==> src/rtl/eth_pkg.sv <==
// Shared Ethernet constants and the RMII receive state type.
// Used by the receive front end, transmit side and byte assembler.
package eth_pkg;

  typedef enum logic [1:0] {
    IDLE,
    PREAMBLE,
    DATA,
    DROP
  } rx_state_t;

  localparam logic [1:0] PRE_DIBIT = 2'b01;
  localparam logic [1:0] SFD_DIBIT = 2'b11;
  localparam int ETH_MAX_DIBITS = 6104;

endpackage

==> src/rtl/ether_rx.sv <==
// RMII receive front end: locks on preamble+SFD, strips them and
// forwards frame dibits as a valid/data stream with sof/abort pulses.
// Ports: clk, rst (sync, active-high), crsdv, rxd[1:0] from the PHY;
//        axiov, axiod[1:0], sof, abort (all registered) downstream.
module ether_rx
  import eth_pkg::*;
#(
  parameter int PREAMBLE_MIN = 28,
  parameter int MAX_DIBITS   = ETH_MAX_DIBITS
) (
  input  logic       clk,
  input  logic       rst,
  input  logic       crsdv,
  input  logic [1:0] rxd,
  output logic       axiov,
  output logic [1:0] axiod,
  output logic       sof,
  output logic       abort
);

  localparam int PW = (PREAMBLE_MIN < 1) ? 1
                    : $clog2(PREAMBLE_MIN + 1);
  localparam int LW = (MAX_DIBITS < 1) ? 1
                    : $clog2(MAX_DIBITS + 1);

  localparam logic [PW-1:0] PRE_SAT = PW'(PREAMBLE_MIN);
  localparam logic [LW-1:0] LEN_MAX = LW'(MAX_DIBITS);

  rx_state_t state_q, state_d;

  logic [PW-1:0] pre_cnt_q, pre_cnt_d;
  logic [LW-1:0] len_cnt_q, len_cnt_d;

  logic       axiov_q, axiov_d;
  logic [1:0] axiod_q, axiod_d;
  logic       sof_q, sof_d;
  logic       abort_q, abort_d;

  always_ff @(posedge clk) begin
    if (rst) begin
      // Start in DROP so a frame already on the wire is ignored.
      state_q   <= DROP;
      pre_cnt_q <= '0;
      len_cnt_q <= '0;
      axiov_q   <= 1'b0;
      axiod_q   <= 2'b00;
      sof_q     <= 1'b0;
      abort_q   <= 1'b0;
    end else begin
      state_q   <= state_d;
      pre_cnt_q <= pre_cnt_d;
      len_cnt_q <= len_cnt_d;
      axiov_q   <= axiov_d;
      axiod_q   <= axiod_d;
      sof_q     <= sof_d;
      abort_q   <= abort_d;
    end
  end

  always_comb begin
    state_d   = state_q;
    pre_cnt_d = pre_cnt_q;
    len_cnt_d = len_cnt_q;
    axiov_d   = 1'b0;
    axiod_d   = axiod_q;
    sof_d     = 1'b0;
    abort_d   = 1'b0;

    unique case (state_q)
      IDLE: begin
        // rxd=00 with carrier is a false-carrier prologue: wait.
        if (crsdv) begin
          if (rxd == PRE_DIBIT) begin
            state_d   = PREAMBLE;
            pre_cnt_d = PW'(1);
          end else if (rxd[1]) begin
            state_d = DROP;
          end
        end
      end

      PREAMBLE: begin
        if (!crsdv) begin
          state_d = IDLE;
        end else if (rxd == PRE_DIBIT) begin
          if (pre_cnt_q < PRE_SAT) begin
            pre_cnt_d = pre_cnt_q + PW'(1);
          end
        end else if (rxd == SFD_DIBIT &&
                     pre_cnt_q >= PRE_SAT) begin
          state_d   = DATA;
          len_cnt_d = '0;
        end else begin
          state_d = DROP;
        end
      end

      DATA: begin
        if (!crsdv) begin
          state_d = IDLE;
        end else if (len_cnt_q == LEN_MAX) begin
          // Overflow dibit is swallowed; stream ends with abort.
          abort_d = 1'b1;
          state_d = DROP;
        end else begin
          axiov_d   = 1'b1;
          axiod_d   = rxd;
          sof_d     = (len_cnt_q == '0);
          len_cnt_d = len_cnt_q + LW'(1);
        end
      end

      DROP: begin
        if (!crsdv) begin
          state_d = IDLE;
        end
      end

      default: begin
        state_d = DROP;
      end
    endcase
  end

  assign axiov = axiov_q;
  assign axiod = axiod_q;
  assign sof   = sof_q;
  assign abort = abort_q;

endmodule

==> config.mk <==
export PLATFORM = sky130hd
export DESIGN_NAME = ether_rx
export DESIGN_NICKNAME = d
export VERILOG_FILES = /design/src/rtl/eth_pkg.sv /design/src/rtl/ether_rx.sv
export SDC_FILE = /design/constraint.sdc
export NUM_CORES = 1
export LEC_CHECK = 0
export ABC_CLOCK_PERIOD_IN_PS = 1700
export CORE_ASPECT_RATIO = 0.75
export CORE_UTILIZATION = 51
export DETAILED_ROUTE_END_ITERATION = 12
export GPL_ROUTABILITY_DRIVEN = 0
export PLACE_DENSITY = 0.81
export SLEW_MARGIN = 20
export SYNTH_ARGS = -nofsm -noshare
export SYNTH_HDL_FRONTEND = slang
export SYNTH_SLANG_ARGS = --single-unit
==> constraint.sdc <==
create_clock -name clk -period 1.7 [get_ports clk]
set_input_delay 0.255 -clock clk [delete_from_list [all_inputs] [get_ports clk]]
set_output_delay 0.255 -clock clk [all_outputs]
set_load 0.02 [all_outputs]
==> impl_results.md, run 1 <==
- Detailed placer's ending HPWL: 2060 um
- Top cells by area, synth: dfxtp_1, xor2_1, nor2_1
- Total wire length: 2790 um
- HP Class: reg -> reg
- Total GRT Usage: 23.3%
- Most common cell in the synthesized netlist: dfxtp_1
- Final Slew Violations: 0
- Clk buf depth: 2
- CTS tree: built
- Crit path capture type: flop
- Syn nets: 152
- Critical Path AT: 1.90 ns
- Core area: 2330 um^2
- I/O pins: 10
- Synthesis-to-layout area growth: 22.4%
- Worst-skew pair later-pin latency: 0.32 ns
- Num CTS Buffers: 3
- Vias per inst: 5.78
- Nets: 175
- Primary FF master, synth: dfxtp_1
- Chip Height: 45.2 um
- Setup TNS: 0 ns
- Area leader, netlist: dfxtp_1
- Leak: 0.583 nW
- Status: completed
- N_diodes: 0
- Placed cells: 195
- Initial Utilization: 54.5%
- Routed Antenna Nets: 0
- Worst EP required: 1.92 ns
- Clock tree root buffer cell: clkbuf_4
- Relative slew slack: 67.7%
- Commonest cells in the netlist: dfxtp_1, nor2_1, a21oi_1, nand3_1, o21ai_0
- Vias in the first global route: 1026
- Actual slew at the worst max-slew pin: 0.478 ns
- Tot Pwr: 998 uW
- Post-synth ARST share: 0%
- Clock skew: 0.00937 ns
- RSZ-0062 raised after global routing: yes
- PD cells: 643 nW/um^2
- Final std cells w/o fill: 199
- Hold WS: 0.507 ns
- DR pass1 iterations: 4
- Clock sink total: 25
- Vias: 1151
- Hold buffer count at cts: 0
- Die ar.: 2690 um^2
- Endpoints failing setup: 0
- DRC Markers: 0
- Highest clock rate: 598 MHz
- Register area share after synthesis: 39.5%
- Min Tclk post-route: 1.67 ns
- Die Wd: 59.6 um
- Share of cells above drive strength 1: 21.2%
- CP max FO: 5
- Clk slew on worst S/H paths: 0.14 ns
- First-pass GRT wire length: 4720 um
- Final Core Density: 66.7%
- Final worst-path cycle share: 98.3%
- Yosys top cell area share: 39.5%
- Drt initial violations: 37
- Post-Syn Area: 1270 um^2
- Register bit total from synthesis: 25
- Yosys cell types: 45
- Critical path type: reg -> reg
- Number of flops mapped to enable cells by yosys: 0
- Initial antenna violation count: 0
- Avg WL per Cell: 14.0 um
- Pin count of the biggest net entering global routing: 16
- Final Hold Viols: 0
- I/O Buffers: 9
- Max Cap Viol: 0
- Global route total overflow: 0
- H-tree Lvls: 1
- VDD IR max: 0.616 mV
- Cell row count: 15
- Syn Area/Cell: 8.86 um^2
- Cells after Synth: 143
- Crit start category: flop
- Setup Buffers After CTS: 0
- Syn. warnings: 0
==> per-stage QoR <==
step	worst slack [ns]	instance area, um^2
3_5_place_dp	-0.161	1490
6_report	0.0289	1550
2_1_floorplan	0.0494	1270
4_1_cts	0.0178	1530
3_3_place_gp	-0.0554	1490
5_1_grt	-0.0271	1550
==> report_power, final <==
group	internal, mW	total [mW]	switching, mW
sequential	0.596	0.611	0.0144
combinational	0.0590	0.113	0.0542
clock	0.0900	0.274	0.184
total	0.745	0.998	0.252
==> worst paths after layout <==
| check | startpoint | end | slack [ns] | depth (start not counted) |
|---|---|---|---|---|
| min reg2reg | pre_cnt_q[1] | pre_cnt_q[1] | 0.51 | 2 |
| max | len_cnt_q[1] | axiod[0] | 0.03 | 6 |
| min | pre_cnt_q[1] | pre_cnt_q[1] | 0.51 | 2 |
| max reg2reg | len_cnt_q[1] | axiod[0] | 0.03 | 6 |
==> cell type report <==
type / count / area (um^2)
Tap cell: 34 / 42.5
Fill cell: 202 / 776
Clock inverter: 1 / 7.51
Timing Repair Buffer: 25 / 223
Inverter: 6 / 22.5
Clock buffer: 3 / 22.5
Sequential cell: 25 / 504
Multi-Input combinational cell: 105 / 729
==> logic make-up (layout without fill, tap and decap cells) <==
group                      after synthesis  count (layout)  share of synthesized area (%)
and+or+nand+nor                         60              60                           27.1
AOI/OAI and AO/OA                       31              31                           17.3
DFF                                     25              25                           39.5
buffers and inverters                   13              35                           5.03
xor gates and xnor gates                 8               8                           5.53
adders and majority gates                4               4                           3.95
muxes                                    2               2                           1.58
==> critical path, stage by stage, from the launching register on <==
cell and delay, ns:
dfxtp_2 0.35, inv_2 0.07, ha_4 0.12, or4b_4 0.48, o31a_4 0.33, mux2i_1 0.16
nor2_1 0.07
==> flip-flops by register name, indices dropped and copies added, names as in the netlist <==
register and count:
axiov 1, axiod 2, state_q 2, abort 1
sof 1, len_cnt_q 13, pre_cnt_q 5
==> per-layer routing <==
| layer | part of all wire [%] | global-route usage [%] | up-vias |
|---|---|---|---|
| li1 | - | - | 572 |
| met1 | 47 | 31.5 | 541 |
| met2 | 48 | 40.4 | 34 |
| met3 | 4.6 | 6.02 | 4 |
| met4 | 0.36 | 0 | 0 |
| met5 | 0 | 0 | - |
==> timing repair <==
action	in CTS	in global routing
endpoints found under the hold margin	0	0
resized for setup	1	8
pin swaps	1	1
endpoints found under the setup margin	4	4
==> placed cells by master (no fill, tap or decap), drive strengths merged, types with 2 or more instances in the layout <==
cell type	instances
dfxtp	25
nor2	16
buf	16
clkdlybuf4s50	9
o21ai	8
a21oi	8
nand3	8
nand2	7
nand4	7
xor2	7
inv	6
and4	4
ha	4
or3	3
a211oi	3
clkbuf	3
and3	3
mux2i	2
nor4	2
o31ai	2
(Power assumes the default switching activity.)
==> run 2: changes to the inputs <==
- ABC_CLOCK_PERIOD_IN_PS: 1700 -> 2100
- CORE_UTILIZATION: 51 -> 40
- PLACE_DENSITY: 0.81 -> 0.65
- clock period: 1.7 -> 2.1 ns (I/O delays scaled with it)
==> run 2 against run 1 <==
  * Global-route usage down 5.5 points
  * Via count shrank 6.5%
  * Die area increased by 26%
  * Power down 14%
  * Sequential power shrank 19%
  * Clock-buffer cell count unchanged
  * Combinational power is 32% lower
  * Final area decreased by 6.5%
  * Fmax fell by 6.2%
  * First-iteration DRC count grew 92%
  * Critical endpoint is now sof
  * Largest power group unchanged
==> impl_results.md, run 2 (synthesized netlist as in run 1, its figures left out) <==
- Critical path type: reg -> reg
- Initial antenna violation count: 0 (unchanged)
- Total wire length: 2640 um (-5.4%)
- Pint: 655 uW (-12%)
- H-tree Lvls: 1 (unchanged)
- Global route total overflow: 0 (unchanged)
- Final Hold Viols: 0 (unchanged)
- DR pass1 iterations: 4 (unchanged)
- Synthesis-to-layout area growth: 14.4%
- Combinational share of power: 9.0% (-2.3 points)
- Biggest register: len_cnt_q
- Routed Antenna Nets: 0 (unchanged)
- Pre-CTS WS: 0.214 ns (+0.376 ns)
- Chip Height: 50.8 um (+12%)
- CTS tree: built
- Cell area after layout: 1450 um^2 (-6.5%)
- Actual slew at the worst max-slew pin: 0.617 ns (+0.139 ns)
- Pin count of the biggest net entering global routing: 16 (unchanged)
- CP max FO: 3 (-2)
- Avg WL per Cell: 13.7 um (-2.0%)
- Placed cell area: 1400 um^2 (-6.0%)
- Grt met1 use: 24.9% (-6.6 points)
- Resized cells post-CTS: 0 (-1)
- Die ar.: 3400 um^2 (+26%)
- Detailed placer's ending HPWL: 1880 um (-8.7%)
- Min Tclk post-route: 1.78 ns (+0.110 ns)
- Final std cells w/o fill: 192 (-3.5%)
- Vias: 1076 (-6.5%)
- Clock sink total: 25 (unchanged)
- Relative slew slack: 58.3% (-9.4 points)
- HP Class: reg -> reg
- Nets: 164 (-6.3%)
- DRC Markers: 0 (unchanged)
- Endpoints failing setup: 0 (unchanged)
- Max reg flops: 13 (unchanged)
- Crit start category: flop
- VDD IR max: 0.506 mV (-18%)
- Share of cells above drive strength 1: 11.0% (-10 points)
- Fillers: 286 (+42%)
- Cell row count: 17 (+2)
- Drt initial violations: 71 (+92%)
- Clock tree root buffer cell: clkbuf_8
- RSZ-0062 raised after global routing: no
- Tot Pwr: 862 uW (-14%)
- Most frequent cells in the layout: dfxtp_1, nor2_1, clkdlybuf4s50_1
- Crit path capture type: flop
- First-pass GRT wire length: 4630 um (-1.9%)
- N_diodes: 0 (unchanged)
- Hold buffer count at cts: 0 (unchanged)
- Num CTS Buffers: 3 (unchanged)
- Global-route track usage on met3: 7.05% (+1.0 points)
- Met2 Use GR: 25.5% (-15 points)
- Max Cap Viol: 0 (unchanged)
- Clock skew: 0.00804 ns (-0.00133 ns)
- Final worst-path cycle share: 84.8% (-13 points)
- I/O Buffers: 9 (unchanged)
- Worst-skew pair later-pin latency: 0.27 ns (-0.05 ns)
- Core area: 2980 um^2 (+28%)
- Sw Pwr: 207 uW (-18%)
- Initial Utilization: 42.6% (-12 points)
- Final Slew Violations: 0 (unchanged)
- Clk buf depth: 2 (unchanged)
- Leak: 0.523 nW (-10%)
- Clk network pwr share: 33.7% (+6.3 points)
- Final Core Density: 48.7% (-18 points)
- Critical Path AT: 1.96 ns (+0.06 ns)
- Busiest layer in global routing: met2
- Vias per inst: 5.60 (-3.1%)
- Commonest non-fill, non-tap cell in the layout: dfxtp_1
- Min-Delay Path Depth: 2 (unchanged)
- Reg power frac: 57.3% (-3.9 points)
- Hold WS: 0.500 ns (-0.00736 ns)
- Regs by FF count: len_cnt_q: 13 flops, pre_cnt_q: 5 flops
- R2R cell count: 6 (unchanged)
- I/O pins: 10 (unchanged)
- Switch share: 24.0% (-1.3 points)
- Setup TNS: 0 ns (unchanged)
- Final WS setup: 0.318 ns (+0.290 ns)
- Vias in the first global route: 980 (-4.5%)
- Clk slew on worst S/H paths: 0.09 ns (-0.05 ns)
- PD cells: 594 nW/um^2 (-7.6%)
- Worst EP required: 2.28 ns (+0.36 ns)
- Highest clock rate: 561 MHz (-6.2%)
- Total GRT Usage: 17.9% (-5.5 points)
- Status: completed
- Die Wd: 67 um (+12%)
- Setup Buffers After CTS: 0 (unchanged)
- Placed cells: 188 (-3.6%)
==> run 2: power by group through the flow <==
| stage | clock (mW) | combinational, mW | sequential (mW) |
|---|---|---|---|
| 2_1_floorplan | 0 | 0.0500 | 0.500 |
| 3_3_place_gp | 0 | 0.0760 | 0.504 |
| 3_5_place_dp | 0 | 0.0770 | 0.505 |
| 4_1_cts | 0.298 | 0.0774 | 0.494 |
| 5_1_grt | 0.320 | 0.0855 | 0.495 |
| 6_report | 0.291 | 0.0773 | 0.494 |
==> run 2: worst max-delay path: stages (launching register included) <==
cell and delay (ns):
dfxtp_1 0.33, inv_1 0.09, ha_1 0.15, or4b_4 0.47, o31ai_1 0.36, nor2_1 0.10
and4_1 0.19
==> run 2: path summary, 6_finish.rpt <==
path | slack, ns | start | endpoint
setup / recovery | 0.32 | len_cnt_q[1] | sof
hold / removal | 0.50 | pre_cnt_q[1] | pre_cnt_q[1]
setup reg to reg | 0.32 | len_cnt_q[1] | sof
hold reg to reg | 0.50 | pre_cnt_q[1] | pre_cnt_q[1]
==> run 2: final cells by class <==
type	count	area (um^2)	area share (%)
Timing Repair Buffer	14	128	8.80
Clock buffer	3	41.3	2.85
Multi-Input combinational cell	105	703	48.5
Sequential cell	25	500	34.5
Inverter	6	22.5	1.55
Tap cell	38	47.5	3.28
Clock inverter	1	7.51	0.518
==> run 2: metal layers <==
metal  vias up  part of all wire (%)
met3         4                   6.9
met2        30                    41
met4         0                  0.76
met1       498                    51
li1        544                     -
met5         -                     0
==> run 3: changes to the inputs <==
- ABC_CLOCK_PERIOD_IN_PS: 2100 -> 1500
- PLACE_DENSITY: 0.65 -> 0.68
- clock period: 2.1 -> 1.5 ns (I/O delays scaled with it)
==> run 3 against run 2 <==
  * The run now ends with negative setup slack left
  * Cell count increased by 9.4%
  * Critical path type unchanged
  * Combinational power grew 84%
  * Register-to-register slack got worse by 0.48 ns
  * Wire length up 6.2%
  * Sequential share of layout area down 3.5 points
==> impl_results.md, run 3 (synthesized netlist as in run 1, its figures left out) <==
- Status: finished with violations
- Failing checks: negative setup slack
- H-tree Lvls: 1 (unchanged)
- Crit path from: len_cnt_q[1]
- Hold buffer count at cts: 0 (unchanged)
- Critical-path top delay cell: or4b_4
- Die ar.: 3400 um^2 (unchanged)
- Critical path type: reg -> reg
- Total wire length: 2800 um (+6.2%)
- Initial antenna violation count: 0 (unchanged)
- Final worst-path cycle share: 111% (+26 points)
- Crit start category: flop
- Min Tclk post-route: 1.66 ns (-0.121 ns)
- Initial Utilization: 42.6% (unchanged)
- Endpoints failing setup: 6 (+6)
- Routed Antenna Nets: 0 (unchanged)
- Highest clock rate: 602 MHz (+7.3%)
- Total GRT Usage: 19.0% (+1.1 points)
- Final WS setup: -0.160 ns (-0.479 ns)
- Leak: 0.635 nW (+21%)
- First-pass GRT wire length: 4900 um (+5.8%)
- Clock tree root buffer cell: clkbuf_8
- PD cells: 758 nW/um^2 (+28%)
- Die Wd: 67 um (unchanged)
- Clk slew on worst S/H paths: 0.09 ns (about the same)
- CTS tree: built
- Pin count of the biggest net entering global routing: 16 (unchanged)
- Final Slew Violations: 0 (unchanged)
- Final Hold Viols: 0 (unchanged)
- Critical path buffers and inverters: 1 (unchanged)
- Core area: 2980 um^2 (unchanged)
- Max Cap Viol: 0 (unchanged)
- Max reg flops: 13 (unchanged)
- Tot Pwr: 1.24 mW (+44%)
- Worst Hold Launch: crsdv
- Clk buf depth: 2 (unchanged)
- I/O pins: 10 (unchanged)
- Vias: 1165 (+8.3%)
- RSZ-0062 raised after global routing: yes
- Crit path capture type: flop
- Worst flop-to-flop path startpoint: len_cnt_q[1]
- Vias per inst: 5.55 (-1.0%)
- Drt initial violations: 55 (-23%)
- Vias in the first global route: 1099 (+12%)
- Family with the most delay on the worst path: simple AND/OR/NAND/NOR gates
- Setup TNS: -0.816 ns (-0.816 ns)
- Global route total overflow: 0 (unchanged)
- Synthesis-to-layout area growth: 29.4%
- Cell row count: 17 (unchanged)
- VDD IR max: 0.551 mV (+8.9%)
- Clock skew: 0.00236 ns (-0.00569 ns)
- Actual slew at the worst max-slew pin: 0.519 ns (-0.0977 ns)
- Regs by FF count: len_cnt_q: 13 flops, pre_cnt_q: 5 flops
- DRC Markers: 0 (unchanged)
- Nets: 182 (+11%)
- Most frequent cells in the layout: buf_4, dfxtp_1, nor2_1
- Hold WS: 0.307 ns (-0.193 ns)
- Clock sink total: 25 (unchanged)
- Critical Path AT: 1.83 ns (-0.13 ns)
- Largest stage delay on the critical path: 0.47 ns (about the same)
- Chip Height: 50.8 um (unchanged)
- Worst EP required: 1.67 ns (-0.61 ns)
- N_diodes: 0 (unchanged)
- Num CTS Buffers: 3 (unchanged)
- Fillers: 285 (-0.35%)
- Commonest non-fill, non-tap cell in the layout: buf_4
- Final Core Density: 55.1% (+6.4 points)
- Share of cells above drive strength 1: 27.9% (+17 points)
- DR pass1 iterations: 4 (unchanged)
- I/O Buffers: 9 (unchanged)
- Worst-skew pair later-pin latency: 0.27 ns (about the same)
- Avg WL per Cell: 13.3 um (-2.9%)
- Pre-CTS WS: -0.282 ns (-0.497 ns)
- CP cell instances: inv_2 > ha_4 > or4b_4 > o31ai_2 > nor2_1 > and4_1
- Relative slew slack: 64.9% (+6.6 points)
- CP max FO: 2 (-1)
- HP Class: in -> reg
- Biggest register: len_cnt_q
- Detailed placer's ending HPWL: 2050 um (+8.8%)
run 3: power breakdown:
group          switching [mW]  internal (mW)  total (mW)
Clock                   0.227          0.188       0.416
Combinational          0.0660         0.0759       0.142
Sequential             0.0115          0.675       0.686
run 3: timing repair:
action                     in CTS  in global routing
pin swaps                       3                  4
setup endpoints to repair       8                 11
setup buffers                   0                  1
gates resized for setup         4                  5
run 3: path summary, 6_finish.rpt:
kind | slack (ns) | to | depth (start not counted)
max | -0.16 | sof | 6
min reg2reg | 0.51 | pre_cnt_q[1] | 2
max reg2reg | -0.16 | sof | 6
min | 0.31 | state_q[1] | 2
run 3: final cells by class:
| class | count | area [um^2] | share of cell area, % |
|---|---|---|---|
| clock inverters | 1 | 7.51 | 0.458 |
| repair buffers | 32 | 278 | 16.9 |
| flip-flops and latches | 25 | 508 | 31.0 |
| well taps | 38 | 47.5 | 2.90 |
| inverters | 6 | 22.5 | 1.37 |
| multi-input cells | 105 | 736 | 44.9 |
| clock buffers | 3 | 41.3 | 2.52 |
run 3: routing by layer:
metal	up-vias	track usage (%)	share of wire, %
li1	585	-	-
met3	4	4.09	4.5
met2	30	30.7	45
met4	0	4.61	1.1
met1	546	25.4	49
met5	-	0	0
run 3: per-stage QoR:
step           cells  area [um^2]
2_1_floorplan    143         1290
3_3_place_gp     205         1560
3_5_place_dp     205         1560
4_1_cts          209         1630
5_1_grt          210         1640
6_report         210         1640
